[src/rtl/cache_mem_arbiter.sv]
// Shares one cacheline memory port between I-cache and D-cache misses; grant is registered (1 cycle), response is forwarded combinationally.
// Backpressure: the loser simply waits in IDLE; ties alternate by last grant, and the just-served cache is masked for one IDLE cycle.
module cache_mem_arbiter (
  input  logic         clk,
  input  logic         rst_n,
  input  logic         i_read,
  input  logic [31:0]  i_address,
  output logic [255:0] i_rdata,
  output logic         i_resp,
  input  logic         d_read,
  input  logic         d_write,
  input  logic [31:0]  d_address,
  input  logic [255:0] d_wdata,
  output logic [255:0] d_rdata,
  output logic         d_resp,
  output logic         pmem_read,
  output logic         pmem_write,
  output logic [31:0]  pmem_address,
  output logic [255:0] pmem_wdata,
  input  logic [255:0] pmem_rdata,
  input  logic         pmem_resp,
  output logic [31:0]  i_wait_cnt,
  output logic [31:0]  d_wait_cnt
);

  typedef enum logic [1:0] {IDLE, SERVE_I, SERVE_D} state_t;

  state_t        state_q, state_d;
  logic          last_d_q, last_d_d;   // 1 when the most recent grant went to D
  logic          mask_i_q, mask_i_d;
  logic          mask_d_q, mask_d_d;
  logic [31:0]   addr_q, addr_d;
  logic [255:0]  wdata_q, wdata_d;
  logic          wr_q, wr_d;
  logic [31:0]   i_wait_cnt_q, i_wait_cnt_d;
  logic [31:0]   d_wait_cnt_q, d_wait_cnt_d;
  logic          ireq, dreq, d_any;

  always_comb begin
    state_d      = state_q;
    last_d_d     = last_d_q;
    mask_i_d     = mask_i_q;
    mask_d_d     = mask_d_q;
    addr_d       = addr_q;
    wdata_d      = wdata_q;
    wr_d         = wr_q;
    i_wait_cnt_d = i_wait_cnt_q;
    d_wait_cnt_d = d_wait_cnt_q;
    i_resp       = 1'b0;
    i_rdata      = '0;
    d_resp       = 1'b0;
    d_rdata      = '0;
    pmem_read    = 1'b0;
    pmem_write   = 1'b0;
    pmem_address = '0;
    pmem_wdata   = '0;

    d_any = d_read | d_write;
    ireq  = i_read & ~mask_i_q;
    dreq  = d_any & ~mask_d_q;

    case (state_q)
      IDLE: begin
        // Masks only ever live for a single IDLE cycle.
        mask_i_d = 1'b0;
        mask_d_d = 1'b0;
        if (dreq && (!ireq || !last_d_q)) begin
          state_d  = SERVE_D;
          addr_d   = d_address;
          wdata_d  = d_wdata;
          wr_d     = d_write;
          last_d_d = 1'b1;
        end else if (ireq) begin
          state_d  = SERVE_I;
          addr_d   = i_address;
          wdata_d  = d_wdata;
          wr_d     = d_write;
          last_d_d = 1'b0;
        end
      end
      SERVE_I: begin
        pmem_read    = 1'b1;
        pmem_address = addr_q;
        if (pmem_resp) begin
          i_resp   = 1'b1;
          i_rdata  = pmem_rdata;
          state_d  = IDLE;
          mask_i_d = 1'b1;
        end
      end
      SERVE_D: begin
        pmem_write   = wr_q;
        pmem_read    = ~wr_q;
        pmem_address = addr_q;
        pmem_wdata   = wdata_q;
        if (pmem_resp) begin
          d_resp   = 1'b1;
          d_rdata  = pmem_rdata;
          state_d  = IDLE;
          mask_d_d = 1'b1;
        end
      end
      default: state_d = IDLE;
    endcase

    if (i_read && (state_q != SERVE_I) && (i_wait_cnt_q != 32'hFFFF_FFFF))
      i_wait_cnt_d = i_wait_cnt_q + 32'd1;
    if (d_any && (state_q != SERVE_D) && (d_wait_cnt_q != 32'hFFFF_FFFF))
      d_wait_cnt_d = d_wait_cnt_q + 32'd1;
  end

  always_ff @(posedge clk or negedge rst_n) begin
    if (!rst_n) begin
      state_q      <= IDLE;
      last_d_q     <= 1'b0;
      mask_i_q     <= 1'b0;
      mask_d_q     <= 1'b0;
      addr_q       <= '0;
      wdata_q      <= '0;
      wr_q         <= 1'b0;
      i_wait_cnt_q <= '0;
      d_wait_cnt_q <= '0;
    end else begin
      state_q      <= state_d;
      last_d_q     <= last_d_d;
      mask_i_q     <= mask_i_d;
      mask_d_q     <= mask_d_d;
      addr_q       <= addr_d;
      wdata_q      <= wdata_d;
      wr_q         <= wr_d;
      i_wait_cnt_q <= i_wait_cnt_d;
      d_wait_cnt_q <= d_wait_cnt_d;
    end
  end

  assign i_wait_cnt = i_wait_cnt_q;
  assign d_wait_cnt = d_wait_cnt_q;

endmodule
[config.mk]
export PLATFORM = sky130hd
export DESIGN_NAME = cache_mem_arbiter
export DESIGN_NICKNAME = d
export VERILOG_FILES = /design/src/rtl/cache_mem_arbiter.sv
export SDC_FILE = /design/constraint.sdc
export NUM_CORES = 1
export LEC_CHECK = 0
export CAP_MARGIN = 20
export CORE_AREA = 2 2 566 568
export CTS_CLUSTER_DIAMETER = 150
export DETAILED_ROUTE_END_ITERATION = 7
export DIE_AREA = 0 0 568 570
export PLACE_DENSITY = 0.32
export SLEW_MARGIN = 0
export SYNTH_ARGS = -nofsm -noshare
export SYNTH_HDL_FRONTEND = slang
export SYNTH_SLANG_ARGS = --single-unit
export TNS_END_PERCENT = 5
[constraint.sdc]
create_clock -name clk -period 2.75 [get_ports clk]
set_input_delay 0.55 -clock clk [delete_from_list [all_inputs] [get_ports clk]]
set_output_delay 0.55 -clock clk [all_outputs]
set_load 0.03 [all_outputs]
==> impl_metrics.tcl, run 1 <==
set metrics [dict create \
    muxShareOfSynthArea_pct 16.2 \
    syn_inst 1945 \
    use_met3_pct 6.97 \
    period_needed_ns 2.87 \
    reg2regPathDepth 11 \
    drcViolationCount 0 \
    gp_congestion 0.896 \
    netlist_top_cells_area "dfrtp_1, and3_1, mux2_2, and2_1, clkbuf_1" \
    clk_latency_ns 0.64 \
    hold_class "input port to asynchronous set/reset pin" \
    drt-total-wl_um 257000 \
    critPathLaunchType "flop" \
    finalSetupViolations 441 \
    ys_seq_area_share_pct 44.9 \
    p_comb_share_pct 66.2 \
    synth_seq_cells 358 \
    core_area_mm2 0.317 \
    vias_per_cell 2.96 \
    grt-busiest-layer "met2" \
    grt_setup_unrepaired "true" \
    status "complete, but fails checks" \
    fin_crit_sh_pct 105 \
    fin_skew_ns 0.0376 \
    leakage_nw 20.5 \
    tns_ns -16.25 \
    clkPwrFrac_pct 14.1 \
    setup_slack_ns -0.125 \
    root_buffer "clkbuf_16" \
    h-tree-depth 2 \
    cts.clk_slew.worst_paths_ns 0.06 \
    grt_use_met1_pct 17.8 \
    met2_usage_pct 25.1 \
    ctsLongestPathBuffers 3 \
    cp.required_ns 2.20 \
    cts_tree "done" \
    grt_usage_pct 15.0 \
    dr.pass1.iters 4 \
    swShare_pct 43.6 \
    ir_drop_v 0.000431 \
    synth_fa_ha_area_share_pct 0.314 \
    yosys.area_share.simple_pct 30.2 \
    clkSinkCount 358 \
    grt_max_degree 106 \
    grt_overflow 0 \
    p_switching_mw 20.9 \
    pin_count 1450 \
    path_max_fanout 11 \
    yosysWarnings 0 \
    place_ws_ns -0.0630 \
    avgSynthCellArea_um2 10.2 \
    syn-cell-area_mm2 0.0199 \
    yosysUniqueCellTypes 46 \
    io_buffer_count 1449 \
    clock.fmax_mhz 348 \
    fp.dieArea_mm2 0.324 \
    synth_compound_area_share_pct 1.48 \
    hpwl_um 224000 \
    grt_pass1_wl_um 307000 \
    report.final.slew_viol_count 0 \
    wl_per_cell_um 33.6 \
    hold_viol 0 \
    synth_xor_xnor_area_share_pct 2.59 \
    floorplan.initialDensity_pct 6.28 \
    die_y_um 570 \
    p_per_area_mw_per_mm2 949 \
    cts_buffers 48 \
    drv_cap 0 \
    crit_arrival_ns 2.32 \
    synth_top_family_by_area "simple AND/OR/NAND/NOR gates" \
    p_int_mw 27.0 \
    drive_gt1_share_pct 50.8 \
    violations "setup timing" \
    fp.dieW_um 568 \
    row_count 207 \
    area_delta_synth_final_pct 153 \
    synth_top_area_cell "dfrtp_1" \
    end_kind "output port" \
    seq_power_share_pct 19.7 \
    syn_nets 2532 \
    relSlewSlack_pct 56.7 \
    synth_top_area_share_pct 44.9 \
    vias 22700 \
    worst_slew_pin_slew_ns 0.644 \
    antenna_found_initial 123 \
    fin_nets 4006 \
    drtIter0Drc 1173 \
    antenna_left 0 \
    path_class "flop to output port" \
    grt_pass1_vias 23400 \
]
-- per-layer routing --
metal  vias up  share of wire [%]
met5         -              0.086
met4        36                1.9
met3       298                 11
met2      1237                 46
met1     11300                 41
li1       9819                  -
-- area by class of cell --
type                            instances  area, um^2
Multi-Input combinational cell       1390       11800
Sequential cell                       358        8960
Tap cell                             4180        5230
Fill cell                           35200      267000
Antenna cell                           25        62.6
Inverter                                7        26.3
Timing Repair Buffer                 1614       22700
Clock inverter                         16         221
Clock buffer                           73        1460
-- metrics by stage --
step | util (%) | hold slack (ns) | cells | power (mW) | area [um^2]
after floorplan | - | 0.254 | 1945 | 20.9 | 19900
final | 15.9 | 0.379 | 7663 | 47.8 | 50400
after CTS | 15.2 | 0.327 | 7605 | 46.9 | 48300
after detailed placement | 14.3 | 0.467 | 7497 | 38.1 | 45300
after global routing | 15.9 | 0.360 | 7645 | 50.4 | 50400
after global placement | 14.3 | 0.466 | 7497 | 38.0 | 45300
-- critical path, stage by stage (launching register included) --
cell     delay (ns)
dfrtp_1        0.40
inv_2          0.09
ha_4           0.17
buf_12         0.16
buf_16         0.17
buf_16         0.15
and3_2         0.31
buf_12         0.16
-- power by group through the flow --
stage | sequential, mW | combinational (mW) | clock [mW]
2_1_floorplan | 8.61 | 12.3 | 0
3_3_place_gp | 9.44 | 28.5 | 0
3_5_place_dp | 9.45 | 28.6 | 0
4_1_cts | 9.42 | 30.4 | 7.09
5_1_grt | 9.73 | 33.4 | 7.24
6_report | 9.44 | 31.7 | 6.73
-- cell families after synthesis --
logic type / Yosys count
adders and majority gates: 5
DFF: 358
muxes: 291
buffers and inverters: 197
AOI/OAI and AO/OA: 51
xor gates and xnor gates: 59
and+or+nand+nor: 984
-- worst paths after layout --
kind	start	endpoint	slack, ns
max in group asynchronous	rst_n	i_wait_cnt[1]	1.43
hold / removal	rst_n	wdata_q[59]	0.38
setup reg to reg	state_q[0]	i_wait_cnt[18]	0.17
setup / recovery	state_q[0]	d_rdata[133]	-0.12
min in group clk	addr_q[6]	addr_q[6]	0.47
hold reg to reg	addr_q[6]	addr_q[6]	0.47
-- repair_timing --
action	CTS	global route
pin swaps	9	27
hold endpoints to repair	25	0
setup endpoints to repair	790	759
gates resized for setup	461	367
cloned	9	26
buffers inserted	9	9
hold buffers	1	0
-- Yosys cell counts, drive strengths merged --
cell type and count:
and3 528, dfrtp 358, and2 293, mux2 259
clkbuf 151, nand2 55, xnor2 54, buf 39
nand4 38, o21ai 34, mux2i 32, nand3 28
nor2 12, nor4 10, inv 7, a21oi 6
ha 5, nor3 5, xor2 5, nor2b 4
o21a 4, a211oi 2, and4 2, nand2b 2
or2 2, a21boi 1, a22o 1, a31oi 1
a32o 1, and3b 1, nand3b 1, nor3b 1
nor4b 1, o21bai 1, or4 1
-- flip-flops by register name, indices dropped and copies added (netlist names) --
name	cells
i_wait_cnt	32
mask_d_q	1
state_q	2
mask_i_q	1
wdata_q	256
wr_q	1
addr_q	32
last_d_q	1
d_wait_cnt	32
-- layout by cell type (no fill, tap or decap), drive strengths merged, types with 25 or more instances in the layout --
cell type / netlist / layout
clkbuf: 151 / 89
nand2: 55 / 55
diode: 0 / 25
clkdlybuf4s50: 0 / 625
buf: 39 / 971
nand4: 38 / 38
nand3: 28 / 28
o21ai: 34 / 34
xnor2: 54 / 54
mux2: 259 / 259
and3: 528 / 528
dfrtp: 358 / 358
and2: 293 / 293
mux2i: 32 / 32
(Power assumes the default switching activity.)
==> run 2, diff against run 1 <==
CAP_MARGIN = 15   (was 20)
==> results of run 2 <==
The final DEF is identical to that of run 1; final timing and power are the same.
